**src/rtl/audio_pkg.sv**
```systemverilog
// Shared definitions for the TDM/I2S audio transmitter.
//   MODE_*      : cfg_mode encodings (3 decodes as I2S)
//   frame_bits  : serial bits per frame (channels x slot width)
package audio_pkg;

  localparam logic [1:0] MODE_I2S = 2'd0;
  localparam logic [1:0] MODE_LJ  = 2'd1;
  localparam logic [1:0] MODE_DSP = 2'd2;

  function automatic int unsigned frame_bits(input int unsigned num_ch,
                                             input int unsigned slot_dw);
    return num_ch * slot_dw;
  endfunction

endpackage

```
**src/rtl/audio_tdm_tx_bclk_gen.sv**
```systemverilog
// Bit clock generator. Each sck half-period lasts (div+1) clk cycles.
//   clk, rst_n : system clock, synchronous active-low reset
//   run        : counting enable; low clears the counter and forces sck low
//   div        : half-period setting
//   sck        : bit clock
//   fall_tick  : high in the cycle whose closing edge drives sck low
//   rise_tick  : high in the cycle whose closing edge drives sck high
module bclk_gen #(
  parameter int unsigned DIV_W = 4
) (
  input  logic             clk,
  input  logic             rst_n,
  input  logic             run,
  input  logic [DIV_W-1:0] div,
  output logic             sck,
  output logic             fall_tick,
  output logic             rise_tick
);

  logic [DIV_W-1:0] cnt_q;
  logic             sck_q;
  logic             half_done;

  assign half_done = run && (cnt_q == div);
  assign rise_tick = half_done && !sck_q;
  assign fall_tick = half_done && sck_q;
  assign sck       = sck_q;

  always_ff @(posedge clk) begin
    if (!rst_n || !run) begin
      cnt_q <= '0;
      sck_q <= 1'b0;
    end else if (cnt_q == div) begin
      cnt_q <= '0;
      sck_q <= ~sck_q;
    end else begin
      cnt_q <= cnt_q + 1'b1;
    end
  end

endmodule

```
**src/rtl/audio_tdm_tx.sv**
```systemverilog
// Multi-channel audio serialiser (I2S / left-justified / DSP-TDM).
//   clk, rst_n      : system clock, synchronous active-low reset
//   en              : transmitter enable; low idles the serial side at once
//   cfg_div         : bit period = 2*(cfg_div+1) clk, sampled per frame
//   cfg_mode        : 0 I2S, 1 LJ, 2 DSP, 3 I2S; sampled per frame
//   frame_data_i    : NUM_CH samples, ch k at [k*AUDIO_DW +: AUDIO_DW]
//   frame_valid_i   : frame offered
//   frame_ready_o   : holding buffer empty
//   sck_o/ws_o/sd_o : bit clock, word select / frame sync, serial data
//   underrun_o      : pulse when a frame boundary finds no frame buffered
//   underrun_cnt_o  : saturating underrun count
module audio_tdm_tx
  import audio_pkg::*;
#(
  parameter int unsigned AUDIO_DW = 8,
  parameter int unsigned SLOT_DW  = 16,
  parameter int unsigned NUM_CH   = 2,
  parameter int unsigned DIV_W    = 4
) (
  input  logic                       clk,
  input  logic                       rst_n,
  input  logic                       en,
  input  logic [DIV_W-1:0]           cfg_div,
  input  logic [1:0]                 cfg_mode,
  input  logic [NUM_CH*AUDIO_DW-1:0] frame_data_i,
  input  logic                       frame_valid_i,
  output logic                       frame_ready_o,
  output logic                       sck_o,
  output logic                       ws_o,
  output logic                       sd_o,
  output logic                       underrun_o,
  output logic [7:0]                 underrun_cnt_o
);

  localparam int unsigned FB  = frame_bits(NUM_CH, SLOT_DW);
  localparam int unsigned PW  = $clog2(FB);
  localparam int unsigned PAD = SLOT_DW - AUDIO_DW;
  localparam int unsigned FDW = NUM_CH * AUDIO_DW;

  if (SLOT_DW < AUDIO_DW) begin : g_bad_slot
    $error("audio_tdm_tx: SLOT_DW must be >= AUDIO_DW");
  end
  if (NUM_CH % 2 != 0) begin : g_bad_ch
    $error("audio_tdm_tx: NUM_CH must be even");
  end

  // Frame stream, stream bit 0 in the MSB: slot k holds ch k MSB-first then zero padding.
  function automatic logic [FB-1:0] to_stream(input logic [FDW-1:0] d);
    logic [FB-1:0] s;
    s = '0;
    for (int k = 0; k < int'(NUM_CH); k++) begin
      s[FB-1-k*SLOT_DW -: SLOT_DW] = SLOT_DW'(d[k*AUDIO_DW +: AUDIO_DW]) << PAD;
    end
    return s;
  endfunction

  function automatic logic ws_of(input logic [1:0] m, input logic [PW-1:0] p);
    logic w;
    case (m)
      MODE_LJ:  w = (p < PW'(FB / 2));
      MODE_DSP: w = (p == '0);
      default:  w = (p >= PW'(FB / 2));
    endcase
    return w;
  endfunction

  logic [FDW-1:0]   hold_q;
  logic             hold_full_q, hold_full_d;
  logic             ready_q;
  logic [FB-1:0]    shreg_q;
  logic [PW-1:0]    p_q, p_next;
  logic             running_q;
  logic             dly_q;
  logic             ws_q, sd_q;
  logic [DIV_W-1:0] div_q;
  logic [1:0]       mode_q, mode_now;
  logic             underrun_q;
  logic [7:0]       ucnt_q;

  logic          accept, start, advance, last_pos, boundary, transfer;
  logic [FB-1:0] cur_stream;
  logic          bit_now;
  logic          sd_next;
  logic          fall_tick;
  logic          rise_tick_unused;

  bclk_gen #(
    .DIV_W (DIV_W)
  ) u_bclk_gen (
    .clk       (clk),
    .rst_n     (rst_n),
    .run       (en && running_q),
    .div       (div_q),
    .sck       (sck_o),
    .fall_tick (fall_tick),
    .rise_tick (rise_tick_unused)
  );

  assign accept   = frame_valid_i && ready_q;
  assign last_pos = (p_q == PW'(FB - 1));
  // First boundary is the edge that sees en while idle; sck stays low on that edge.
  assign start    = en && !running_q;
  assign advance  = en && running_q && fall_tick;
  assign boundary = start || (advance && last_pos);
  assign transfer = boundary && hold_full_q;

  always_comb begin
    hold_full_d = hold_full_q;
    if (accept) begin
      hold_full_d = 1'b1;
    end else if (transfer) begin
      hold_full_d = 1'b0;
    end
  end

  always_comb begin
    mode_now   = boundary ? cfg_mode : mode_q;
    p_next     = boundary ? '0 : p_q + PW'(1);
    cur_stream = shreg_q;
    if (boundary) begin
      cur_stream = transfer ? to_stream(hold_q) : '0;
    end
    bit_now = cur_stream[FB-1];
    // LJ sends the current bit; I2S/DSP lag one bit via the delay flop.
    sd_next = (mode_now == MODE_LJ) ? bit_now : dly_q;
  end

  always_ff @(posedge clk) begin
    if (!rst_n) begin
      hold_q      <= '0;
      hold_full_q <= 1'b0;
      ready_q     <= 1'b0;
      shreg_q     <= '0;
      p_q         <= '0;
      running_q   <= 1'b0;
      dly_q       <= 1'b0;
      ws_q        <= 1'b0;
      sd_q        <= 1'b0;
      div_q       <= '0;
      mode_q      <= MODE_I2S;
      underrun_q  <= 1'b0;
      ucnt_q      <= '0;
    end else begin
      if (accept) begin
        hold_q <= frame_data_i;
      end
      hold_full_q <= hold_full_d;
      ready_q     <= ~hold_full_d;
      underrun_q  <= 1'b0;

      if (!en) begin
        running_q <= 1'b0;
        p_q       <= '0;
        dly_q     <= 1'b0;
        ws_q      <= 1'b0;
        sd_q      <= 1'b0;
      end else if (boundary || advance) begin
        running_q <= 1'b1;
        p_q       <= p_next;
        shreg_q   <= cur_stream << 1;
        dly_q     <= bit_now;
        sd_q      <= sd_next;
        ws_q      <= ws_of(mode_now, p_next);
        if (boundary) begin
          div_q  <= cfg_div;
          mode_q <= cfg_mode;
          if (!hold_full_q) begin
            underrun_q <= 1'b1;
            if (ucnt_q != 8'hFF) begin
              ucnt_q <= ucnt_q + 8'd1;
            end
          end
        end
      end
    end
  end

  assign frame_ready_o  = ready_q;
  assign ws_o           = ws_q;
  assign sd_o           = sd_q;
  assign underrun_o     = underrun_q;
  assign underrun_cnt_o = ucnt_q;

endmodule
```
**config.mk**
```make
export PLATFORM = sky130hd
export DESIGN_NAME = audio_tdm_tx
export DESIGN_NICKNAME = d
export VERILOG_FILES = /design/src/rtl/audio_pkg.sv /design/src/rtl/audio_tdm_tx_bclk_gen.sv /design/src/rtl/audio_tdm_tx.sv
export SDC_FILE = /design/constraint.sdc
export NUM_CORES = 1
export LEC_CHECK = 0
export CELL_PAD_IN_SITES_DETAIL_PLACEMENT = 0
export CELL_PAD_IN_SITES_GLOBAL_PLACEMENT = 1
export CORE_MARGIN = 1
export CORE_UTILIZATION = 45
export CTS_CLUSTER_SIZE = 25
export DETAILED_ROUTE_END_ITERATION = 6
export DONT_BUFFER_PORTS = 1
export PLACE_DENSITY = 0.8
export SETUP_SLACK_MARGIN = 0.15
export SKIP_LAST_GASP = 1
export SYNTH_ARGS = -nofsm -noshare
export SYNTH_HDL_FRONTEND = slang
export SYNTH_HIERARCHICAL = 1
export SYNTH_SLANG_ARGS = --single-unit
```
**constraint.sdc**
```tcl
create_clock -name clk -period 4.44 [get_ports clk]
set_clock_uncertainty 0.05 [all_clocks]
set_input_delay 0.444 -clock clk [delete_from_list [all_inputs] [get_ports clk]]
set_output_delay 0.444 -clock clk [all_outputs]
set_load 0.01 [all_outputs]
```
==> run summary, run 1 <==
TritonCTS built the clock tree. The count of buffer and inverter cells on the critical path came out at 1. In this run the core area contains 28 standard-cell rows. The final total power is 1.32 mW, and the number of vias after detailed routing is 2187. The H-tree was split into 3 levels. The area of all placed cells without fillers was 3110 um2. The average size of a mapped cell was 9.13 um2; the starting density of the core was 47.9%.

The count of yosys warnings during synthesis was 6. The port buffer count came out at 0. Dividing total power by cell area gives a power density of 425 nW/um2. For the internal power, the log shows 1.01 mW. The final critical path takes up 72.6% of the cycle. The tools report the weighted congestion reported at the end of routability-driven placement as 0.816. Worst vdd rail ir drop: 0.000266 V. In this run, CTS created clock tree buffers numbering 9. Walking the worst path, the cells encountered are xor2_1, nor4_4, and3_1, a21bo_4, and2_4, mux2i_1, inv_1, ha_1, nand2_1, o22ai_1, nand2_1, a221oi_1. Wires add up to 5650 um.

For this run, design rule violations remaining after detail routing come to 0. Timing would allow up to 0.310 GHz. The floorplan step set the die width to 82.3 um.

The clock network burns 44.5% of the power. After layout, the minimum clock period comes to 3.22 ns. The run gives 0 as the sum of overflow across all layers after global routing.

The cell with the largest stage delay on the worst path is sky130_fd_sc_hd__nor4_4. The placed wire-length estimate after detailed placement is 3730 um, and the worst-case register-to-register setup slack is 1.22 ns. The logs give 318 for the number of standard cells after synthesis and 39 for the boundary pin count. The class of the tightest hold or removal check was primary input to flop.

The placed instances occupy a cell area of 2880 um2. From bottom edge to top edge, the die measures 82.3 um. The count of TritonRoute iterations in the first routing pass came out at 5. The clock latency reported for the late side of the worst-skew pair was 0.34 ns. The tools report the worst flop-to-flop path startpoint as u_bclk_gen/cnt_q[1]. Post-CTS repair changed the size of 0 cells. In this run, flip-flops and latches consume 49.8% of the power. The full die area was 6780 um2; the number of max-slew violations in the final report was 0.

Remaining number of nets flagged by the antenna check after routing: 0. The family with the most delay on the worst path is simple AND/OR/NAND/NOR gates. For the worst flop-to-flop path, the logic depth is 12. The tools report the post-cts hold buffer count as 0. Setup repair after global routing left no endpoint under its margin. In this run the post-CTS setup repair buffer count came out at 0. For the final hold violation count, the log shows 0.

STA classifies the critical path endpoint as a flop. Net switching is 23.8% of the power. The repair_antennas step left the layout with diodes totalling 0. The most critical setup path has its startpoint at u_bclk_gen/cnt_q[1]. In this run the standard cell core region covers 6060 um2. In the final routed layout, each cell accounts on average for 14.5 um.

The area growth from synthesis to layout is 7.02%. Along the worst path, the maximum fanout reaches 10. At the pin with the least slew margin, the transition time is 0.836 ns. The average via count per standard cell is 5.61.

The run finished with clean final reports. The cell sitting at the root of the clock tree is a sky130_fd_sc_hd__clkbuf_8. The run gives 1942 as the number of global-route vias before repair. The endpoint identified for the worst register-to-register timing path is ws_o. Of the cells placed in the final design, the portion with a size suffix greater than 1 is 7.94%. After synthesis the cells add up to 2900 um2.

The tools report the violation count after the first detailed-routing iteration as 197. Setup violations remaining at the end of the flow were counted as 0. By instance count, the cell type seen most on the critical path is sky130_fd_sc_hd__nand2_1. Max-cap violations in this run came to 0.

Per report_power, the combinational group accounts for 5.7% of the total. Entering global routing, the biggest net connects 52 pins. Summed over all cells, the static leakage comes to 1.14 nW. Tightest slew margin relative to the limit: 44.3%. Synthesis produced a netlist with a net count of 350. The maximum single-stage delay on the critical path came out at 0.43 ns.

Endpoint of the worst setup timing path: ws_o. The first global-routing pass estimated 9410 um of wire. The run gives 0 as the number of antenna violations at the first check in global routing.

At the worst endpoint, the required time is 4.63 ns. At the end of the flow, the number of nets in the layout was 342. For the overall track demand over capacity in global routing, the log shows 18.7%.

The critical path runs through a total of 12 cells. The worst setup path is launched from a flop. The arrival time of the worst setup path was 3.41 ns; the register clock-pin slew on the reported worst setup and hold paths was 0.08 ns.

The type of the worst setup path is flop to flop. For this design the total switching power over the nets is 0.315 mW. Counting along the longest clock path gives a buffer depth of 2.

Counting the fill cells in the layout gives 579. The aggregate negative setup slack came out at 0 ns. For this design, the sink count on the clock tree is 70.
[power by group through the flow]
| stage | clock (mW) | combinational [mW] | sequential, mW |
|---|---|---|---|
| final | 0.588 | 0.0755 | 0.657 |
| after floorplan | 0 | 0.0692 | 0.669 |
| after global routing | 0.622 | 0.0870 | 0.659 |
| after CTS | 0.598 | 0.0765 | 0.658 |
| after detailed placement | 0 | 0.0763 | 0.672 |
| after global placement | 0 | 0.0752 | 0.672 |
[layer usage]
layer / global-route usage (%) / wire [um] / part of all wire (%) / vias up
met1: 24.7 / 2790 / 49 / 1017
met5: 0 / 0 / 0 / -
li1: - / - / - / 1116
met2: 27.8 / 2490 / 44 / 47
met4: 9.47 / 76 / 1.3 / 0
met3: 5.16 / 293 / 5.2 / 7
[worst min-delay path by stage]
stage | from | cells past startpoint | end | slack, ns
final | frame_data_i[15] | 2 | hold_q[15] | 0.17
after detailed placement | hold_q[0] | 2 | hold_q[0] | 0.40
after floorplan | hold_q[0] | 2 | hold_q[0] | 0.39
after CTS | frame_data_i[15] | 2 | hold_q[15] | 0.16
after global placement | hold_q[15] | 2 | hold_q[15] | 0.40
after global routing | frame_data_i[8] | 2 | hold_q[8] | 0.16
[layout make-up]
type,count,area (um2),area share [%]
Clock inverter,6,93.8,3.02
Inverter,8,30.0,0.966
Timing Repair Buffer,1,7.51,0.242
Sequential cell,70,1400,45.1
Multi-Input combinational cell,220,1340,43.2
Tap cell,75,93.8,3.02
Clock buffer,10,138,4.43
[placed cells by master, fill, tap and decap left out, drive strengths merged, types with 2 or more instances in the layout]
master,n
and2,5
mux2i,7
or3,2
a22oi,9
bufinv,2
nand3,10
a222oi,14
o21ai,2
inv,8
ha,6
nor2,29
o31ai,3
clkbuf,10
xnor2,2
and3,4
nand2,56
or4,2
clkinv,3
o211ai,2
nand3b,2
dfxtp,70
nand2b,4
a21oi,27
a211oi,4
xor2,6
or2,2
nor3,6
[stage by stage]
step           util, %  std cells  setup slack [ns]  hold slack (ns)
3_3_place_gp      47.5        374              1.33            0.396
6_report          51.3        390              1.22            0.171
2_1_floorplan        -        318              1.56            0.386
4_1_cts           51.3        390              1.21            0.159
5_1_grt           51.3        390             0.933            0.160
3_5_place_dp      47.5        374              1.22            0.400
[worst reg2reg max path: stages (launching register included)]
cell,delay [ns]
sky130_fd_sc_hd__dfxtp_1,0.34
sky130_fd_sc_hd__xor2_1,0.19
sky130_fd_sc_hd__nor4_4,0.43
sky130_fd_sc_hd__and3_1,0.42
sky130_fd_sc_hd__a21bo_4,0.21
sky130_fd_sc_hd__and2_4,0.23
sky130_fd_sc_hd__mux2i_1,0.29
sky130_fd_sc_hd__inv_1,0.07
sky130_fd_sc_hd__ha_1,0.35
sky130_fd_sc_hd__nand2_1,0.07
sky130_fd_sc_hd__o22ai_1,0.11
sky130_fd_sc_hd__nand2_1,0.07
sky130_fd_sc_hd__a221oi_1,0.29
[sequential cells by signal, summed over array words and instances (netlist names)]
name,cells
shreg_q,23
hold_q,16
underrun_cnt_o,8
p_q,5
div_q,4
u_bclk_gen/cnt_q,4
mode_q,2
dly_q,1
frame_ready_o,1
hold_full_q,1
running_q,1
sd_o,1
u_bclk_gen/sck,1
underrun_o,1
ws_o,1
Power figures use the tool's default switching activity.
==> inputs of run 2 (changes only) <==
--- a/config.mk
+++ b/config.mk
@@ -8,7 +8,7 @@
 export CELL_PAD_IN_SITES_DETAIL_PLACEMENT = 0
 export CELL_PAD_IN_SITES_GLOBAL_PLACEMENT = 1
 export CORE_MARGIN = 1
-export CORE_UTILIZATION = 45
+export CORE_UTILIZATION = 43
 export CTS_CLUSTER_SIZE = 25
 export DETAILED_ROUTE_END_ITERATION = 6
 export DONT_BUFFER_PORTS = 1
==> constraint.sdc (replaced) <==
create_clock -name clk -period 2.7 [get_ports clk]
set_clock_uncertainty 0.05 [all_clocks]
set_input_delay 0.27 -clock clk [delete_from_list [all_inputs] [get_ports clk]]
set_output_delay 0.27 -clock clk [all_outputs]
set_load 0.01 [all_outputs]
==> run 2 against run 1 <==
- the run now ends with DRC left
- sequential share of layout area down 2.9 points
- register-to-register slack lost 1.1 ns
- core utilization up 0.60 points
- cell count rose by 5.6%
- critical path type unchanged
- wire length increased by 10%
- sequential power grew 64%
==> run summary, run 2 (synthesized netlist as in run 1, its figures left out) <==
For the violation count after the first detailed-routing iteration, the log shows 250 (+27%). Most common library cell in the layout ignoring fill and taps: sky130_fd_sc_hd__dfxtp_1. The worst setup path is launched from a flop. The number of vias after detailed routing is 2307 (+5.5%). The floorplan die width came out at 84.2 um (+2.2%). The critical path goes through xor2_2, nor4_4, and3_4, a21bo_4, and2_4, mux2i_4, ha_4, nand3b_1, or3_1, a221oi_2.

The port buffer count was 0 (unchanged); the wire length per cell was 15.1 um (+4.2%). The tightest slew margin relative to the limit is 57.6% (+13 points). The register clock-pin slew on the reported worst setup and hold paths works out to 0.07 ns (about the same).

The maximum clock rate was 0.384 GHz (+24%); the total wirelength of the detailed-routed design was 6220 um (+10%). The path class of the tightest hold or removal check is primary input to flop. The actual slew at the worst max-slew pin came out at 0.635 ns (-0.200 ns).

The root cell of the clock tree is sky130_fd_sc_hd__clkbuf_8. The number of global-route vias before repair was 2175 (+12%). The area used by multi-input combinational logic is 1420 um2 (+5.5%). Register with the highest flop count: shreg_q. The area of all placed cells without fillers was 3330 um2 (+7.2%); the starting density of the core was 45.2% (-2.7 points). The worst vdd rail ir drop came out at 0.000323 V (+22%). The sequential cell area was 1410 um2 (+0.27%); the die outline height was 84.2 um (+2.2%). The number of max-slew violations in the final report came out at 0 (unchanged). The share of the clock period used by the worst path after layout was 96.3% (+24 points); the boundary pin count was 39 (unchanged). The worst setup path is captured at a flop. The tools report the remaining number of nets flagged by the antenna check after routing as 0 (unchanged). Setup repair after global routing could not meet its margin everywhere. The flow ran to the end, but the final reports show violations. The number of non-filler instances in the completed layout was 412 (+5.6%); the flip-flop count of the largest register, all copies and words added was 23 (unchanged). The number of cells after detailed placement was 383 (+2.4%); the max capacitance violation total was 0 (unchanged).

The logs give 0 (unchanged) for the number of antenna violations at the first check in global routing and 1.21 nW (+6.4%) for the static leakage. The fraction of final layout cells sized beyond drive strength 1 came out at 13.7% (+5.8 points). Total clock sinks: 70 (unchanged). The ratio of total power to cell area is 630 nW/um2 (+48%). Leaving out fill and tap cells, the most frequent cells in the layout are 69 x sky130_fd_sc_hd__dfxtp_1, 55 x sky130_fd_sc_hd__nand2_1, 29 x sky130_fd_sc_hd__nor2_1. The logs give 3 (unchanged) for the number of levels in the clock H-tree and 18.8% (+0.18 points) for the overall track demand over capacity in global routing. The tools report the endpoint required time on the critical path as 2.90 ns (-1.73 ns). The final hold violation count is 0 (unchanged).

TritonCTS built the clock tree. Clock latency reported for the late side of the worst-skew pair: 0.34 ns (about the same). The aggregate negative setup slack is 0 ns (unchanged), and the cell area reported after detailed placement is 2980 um2 (+3.6%). The final critical delay including setup and external delays was 2.60 ns (-0.621 ns).

The maximum single-stage delay on the critical path was 0.36 ns (-0.07 ns); the largest fanout on the critical path was 3 (-7). The filler cell count in the final layout was 603 (+4.1%). Average via count per standard cell: 5.60 (-0.15%). The tools report the weighted congestion reported at the end of routability-driven placement as 0.767 (-5.9%).

The full die area was 7090 um2 (+4.5%). The logs give 4040 um (+8.5%) for the placed wire-length estimate after detailed placement and 362 (+5.8%) for the net count reported at finish. The largest individual stage delay along the critical path comes from the cell sky130_fd_sc_hd__dfxtp_4. The arrival time of the worst setup path was 2.80 ns (-0.61 ns).

The number of DRC violations after detailed routing is 2 (+2). The global-route wire length before repair is 10500 um (+12%), and the final setup violation count is 0 (unchanged). The area growth from synthesis to layout is 14.7%. The checks that failed: DRC. The tools report the sum of overflow across all layers after global routing as 0 (unchanged).

The setup path with the least slack is of type flop to flop. The site row count came out at 29 (+3.6%). The count of TritonRoute iterations in the first routing pass is 7 (+2), and the largest net degree at the start of global routing is 42 (-19%). The core outline area was 6420 um2 (+6.0%); the maximum clock path buffer count was 2 (unchanged).

The run gives 9 (unchanged) as the total clock buffers created by CTS. The tools report the number of antenna repair diodes as 0 (unchanged).
## run 2: worst paths after layout
check | slack (ns) | start | cells after the start | end
hold reg to reg | 0.41 | hold_q[7] | 2 | hold_q[7]
setup / recovery | 0.1 | u_bclk_gen/cnt_q[2] | 10 | ws_o
setup reg to reg | 0.1 | u_bclk_gen/cnt_q[2] | 10 | ws_o
hold / removal | 0.02 | cfg_div[3] | 2 | div_q[3]
## run 2: through the flow
stage | power, mW | utilization [%] | hold WS, ns | setup slack (ns)
2_1_floorplan | 1.23 | - | 0.356 | -0.0983
3_3_place_gp | 1.25 | 46.4 | 0.346 | 0.189
3_5_place_dp | 1.25 | 46.4 | 0.348 | 0.136
4_1_cts | 2.13 | 51.4 | 0.00236 | 0.143
5_1_grt | 2.19 | 51.9 | 0.00635 | 0.0116
6_report | 2.10 | 51.9 | 0.0170 | 0.0986
## run 2: repair_timing
item / 4_1_cts / 5_1_grt
buffers inserted: 2 / 1
hold endpoints to repair: 11 / 1
gates resized for setup: 4 / 3
pin swaps: 3 / 5
endpoints found under the setup margin: 2 / 2
hold buffers: 9 / 1
## run 2: where the power goes
part           switching, mW  internal (mW)
Sequential            0.0240           1.06
Clock                  0.375          0.473
Combinational         0.0927         0.0754
Total                  0.492           1.61
## run 2: worst max-delay path: cells and delay by family (launching register included)
family,cells,cell delay [ns]
XOR/XNOR,1,0.18
flip-flops,1,0.36
AO/OA/AOI/OAI,2,0.34
adder cells (fa/ha/maj),1,0.19
multiplexers,1,0.31
AND/OR/NAND/NOR,5,1.09
## run 2: area by class of cell
type | instances | share of cell area [%]
Inverter | 8 | 0.901
Clock inverter | 4 | 1.35
Sequential cell | 70 | 42.2
Tap cell | 77 | 2.89
Multi-Input combinational cell | 220 | 42.5
Timing Repair Buffer | 21 | 5.48
Clock buffer | 12 | 4.66
## run 2: per-layer routing
metal	up-vias	global-route usage, %	wire, um
li1	1152	-	-
met1	1099	25.5	3040
met2	54	28.6	2820
met3	2	4.92	329
met4	0	7.99	29
met5	-	0	0
==> inputs of run 3 (changes only) <==
--- a/config.mk
+++ b/config.mk
@@ -8,7 +8,7 @@
 export CELL_PAD_IN_SITES_DETAIL_PLACEMENT = 0
 export CELL_PAD_IN_SITES_GLOBAL_PLACEMENT = 1
 export CORE_MARGIN = 1
-export CORE_UTILIZATION = 43
+export CORE_UTILIZATION = 45
 export CTS_CLUSTER_SIZE = 25
 export DETAILED_ROUTE_END_ITERATION = 6
 export DONT_BUFFER_PORTS = 1
==> constraint.sdc (replaced) <==
create_clock -name clk -period 3.14 [get_ports clk]
set_clock_uncertainty 0.05 [all_clocks]
set_input_delay 0.314 -clock clk [delete_from_list [all_inputs] [get_ports clk]]
set_output_delay 0.314 -clock clk [all_outputs]
set_load 0.01 [all_outputs]
==> run 3 against run 2 <==
- the flow now finishes without violations
- global-route usage fell by 0.43 points
- cell count decreased by 4.1%
- worst setup slack improved by 0.32 ns
- sequential share of layout area grew 3.1 points
- wire length down 9.8%
==> run summary, run 3 (synthesized netlist as in run 1, its figures left out) <==
The number of vias after detailed routing is 2161 (-6.3%). The starting density of the core came out at 47.9% (+2.7 points). The worst setup path is captured at a flop.

The logs give 9 (unchanged) for the total clock buffers created by CTS and 0.755 (-1.5%) for the weighted congestion reported at the end of routability-driven placement. The worst reg2reg path depth was 12 (+2). For the endpoint required time on the critical path, the log shows 3.33 ns (+0.43 ns). The filler cell count in the final layout came out at 603 (unchanged).

The overall track demand over capacity in global routing is 18.4% (-0.43 points), and the total wirelength of the detailed-routed design is 5610 um (-9.8%). The register with the highest flop count was shreg_q. The net switching component of the power is 0.424 mW (-14%).

The boundary pin count came out at 39 (unchanged). Cell with the largest stage delay on the worst path: sky130_fd_sc_hd__ha_1. The number of antenna repair diodes was 0 (unchanged); the fraction of final layout cells sized beyond drive strength 1 was 10.3% (-3.4 points). The tools report the tightest slew margin relative to the limit as 60.9% (+3.3 points).

The internal power was 1.24 mW (-23%). Worst hold margin: 0.0560 ns (+0.0390 ns). The wire length per cell was 14.2 um (-5.9%). The met1 global-route usage is 26.1% (+0.59 points), and the ratio of total power to cell area is 536 nW/um2 (-15%). The run gives 70 (unchanged) as the total clock sinks.

The logs give 2 (unchanged) for the maximum clock path buffer count and 184 (-26%) for the violation count after the first detailed-routing iteration. The average via count per standard cell was 5.47 (-2.3%); the largest fanout on the critical path was 7 (+4). The critical path ends at ws_o. The met3 usage is 5.60% (+0.69 points). The run finished with clean final reports. TritonCTS built the clock tree. The layout overhead on the synthesized area works out to 6.68%.

The tools report the startpoint type of the worst setup path as a flop. After global routing, the most crowded layer is met1. The share of the clock period used by the worst path after layout was 86.6% (-9.8 points). The most common library cell in the layout ignoring fill and taps was sky130_fd_sc_hd__dfxtp_1. The final critical delay including setup and external delays came out at 2.72 ns (+0.118 ns). The logs give 0.368 GHz (-4.3%) for the maximum clock rate and 0 (unchanged) for the sum of overflow across all layers after global routing. The maximum single-stage delay on the critical path is 0.35 ns (about the same), and the max capacitance violation total is 0 (unchanged). In this run the critical register-to-register path is captured at ws_o.

Net count reported at finish: 347 (-4.1%). Clock tree synthesis selected as its root buffer the cell sky130_fd_sc_hd__clkbuf_8. Setup repair after global routing left no endpoint under its margin. Leaving out fill and tap cells, the most frequent cells in the layout are 70 x sky130_fd_sc_hd__dfxtp_1, 55 x sky130_fd_sc_hd__nand2_1, 29 x sky130_fd_sc_hd__nor2_1. The placed wire-length estimate after detailed placement is 3760 um (-7.1%), and the power share of the sequential group is 56.1% (+4.5 points).

The actual slew at the worst max-slew pin works out to 0.586 ns (-0.0491 ns). The worst vdd rail ir drop was 0.000259 V (-20%); the port buffer count was 0 (unchanged). The remaining number of nets flagged by the antenna check after routing came out at 0 (unchanged).

The number of antenna violations at the first check in global routing came out at 0 (unchanged). The tools report the launch point of the worst hold path as rst_n. The register clock-pin slew on the reported worst setup and hold paths was 0.08 ns (about the same). The flip-flop count of the largest register, all copies and words added came out at 23 (unchanged). Type of the worst setup path: flop to flop.

Number of levels in the clock H-tree: 3 (unchanged). The logs give 0 (unchanged) for the final hold violation count and 0.42 ns (+0.32 ns) for the worst-case register-to-register setup slack. The signal on the critical path passes through xor2_1, nor4_4, and3_1, a21bo_4, and2_4, mux2i_4, inv_1, ha_1, nand2_1, o22ai_1, nand2_1, a221oi_1. The number of global-route vias before repair was 1902 (-13%).

The clock latency reported for the late side of the worst-skew pair is 0.33 ns (about the same), and the static leakage is 1.14 nW (-6.3%). The aggregate negative setup slack was 0 ns (unchanged). The cell repeated most along the worst path was sky130_fd_sc_hd__nand2_1. In this run the worst setup path begins at u_bclk_gen/cnt_q[1]. The logs give 6780 um2 (-4.3%) for the full die area and 9320 um (-11%) for the global-route wire length before repair. The arrival time of the worst setup path is 2.91 ns (+0.11 ns). Largest net degree at the start of global routing: 32 (-24%). For the count of TritonRoute iterations in the first routing pass, the log shows 6 (-1). Site row count: 28 (-3.4%).

The met2 track demand over resource was 25.8% (-2.8 points). The tools report the number of DRC violations after detailed routing as 0 (-2). The tools report the worst flop-to-flop path startpoint as u_bclk_gen/cnt_q[1]. The die outline height works out to 82.3 um (-2.2%). For the clock share of power, the log shows 37.0% (-3.4 points). The core outline area was 6060 um2 (-5.6%). The number of max-slew violations in the final report came out at 0 (unchanged). The logs give 6.9% (-1.1 points) for the combinational power share and 0 (unchanged) for the final setup violation count.

Class of the tightest hold or removal check: primary input to flop. Floorplan die width: 82.3 um (-2.2%). The net switching share of the total power works out to 25.5% (+2.1 points).
==> run 3: worst min-delay path by stage <==
stage	end	cells after the start	slack, ns
5_1_grt	frame_ready_o	1	0.03
4_1_cts	underrun_cnt_o[7]	2	0.04
3_5_place_dp	hold_q[5]	2	0.40
6_report	underrun_cnt_o[7]	2	0.06
3_3_place_gp	frame_ready_o	1	0.40
2_1_floorplan	hold_q[0]	2	0.39
==> run 3: routing by layer <==
metal	vias up	share of wire, %
li1	1123	-
met1	978	52
met2	53	42
met3	7	4.9
met4	0	1.2
met5	-	0
==> run 3: cell type report <==
type | instances | area [um2] | area share, %
Tap cell | 75 | 93.8 | 3.03
Clock buffer | 9 | 124 | 4.00
Timing Repair Buffer | 6 | 45.0 | 1.45
Inverter | 8 | 30.0 | 0.969
Clock inverter | 7 | 41.3 | 1.33
Sequential cell | 70 | 1400 | 45.2
Multi-Input combinational cell | 220 | 1360 | 44.0
==> run 3: what timing repair did <==
item	4_1_cts	5_1_grt
setup buffers	0	2
gates resized for setup	0	4
hold buffers	0	0
endpoints found under the setup margin	0	1
==> run 3: worst max-delay path, delay by kind of cell, from the launching register on <==
family | cells | cell delay (ns)
xor+xnor | 1 | 0.19
compound gates | 3 | 0.55
fa+ha+maj | 1 | 0.35
mux | 1 | 0.25
buf+inv | 1 | 0.06
flops | 1 | 0.34
simple gates | 5 | 0.84
==> run 3: through the flow <==
stage / cell area (um2) / std cells / total power [mW] / util (%) / worst slack (ns)
floorplan: 2900 / 318 / 1.04 / - / 0.256
global placement: 2900 / 377 / 1.06 / 47.8 / 0.407
detailed placement: 2900 / 377 / 1.06 / 47.8 / 0.310
CTS: 3060 / 393 / 1.68 / 50.6 / 0.290
global route: 3100 / 395 / 1.74 / 51.1 / 0.207
finish: 3100 / 395 / 1.66 / 51.1 / 0.421
==> run 3: power by group through the flow <==
stage               combinational (mW)  sequential (mW)  clock [mW]
finish                           0.115            0.931       0.615
CTS                              0.111            0.930       0.636
detailed placement               0.110            0.951           0
floorplan                       0.0978            0.945           0
global placement                 0.109            0.950           0
global route                     0.129            0.933       0.677
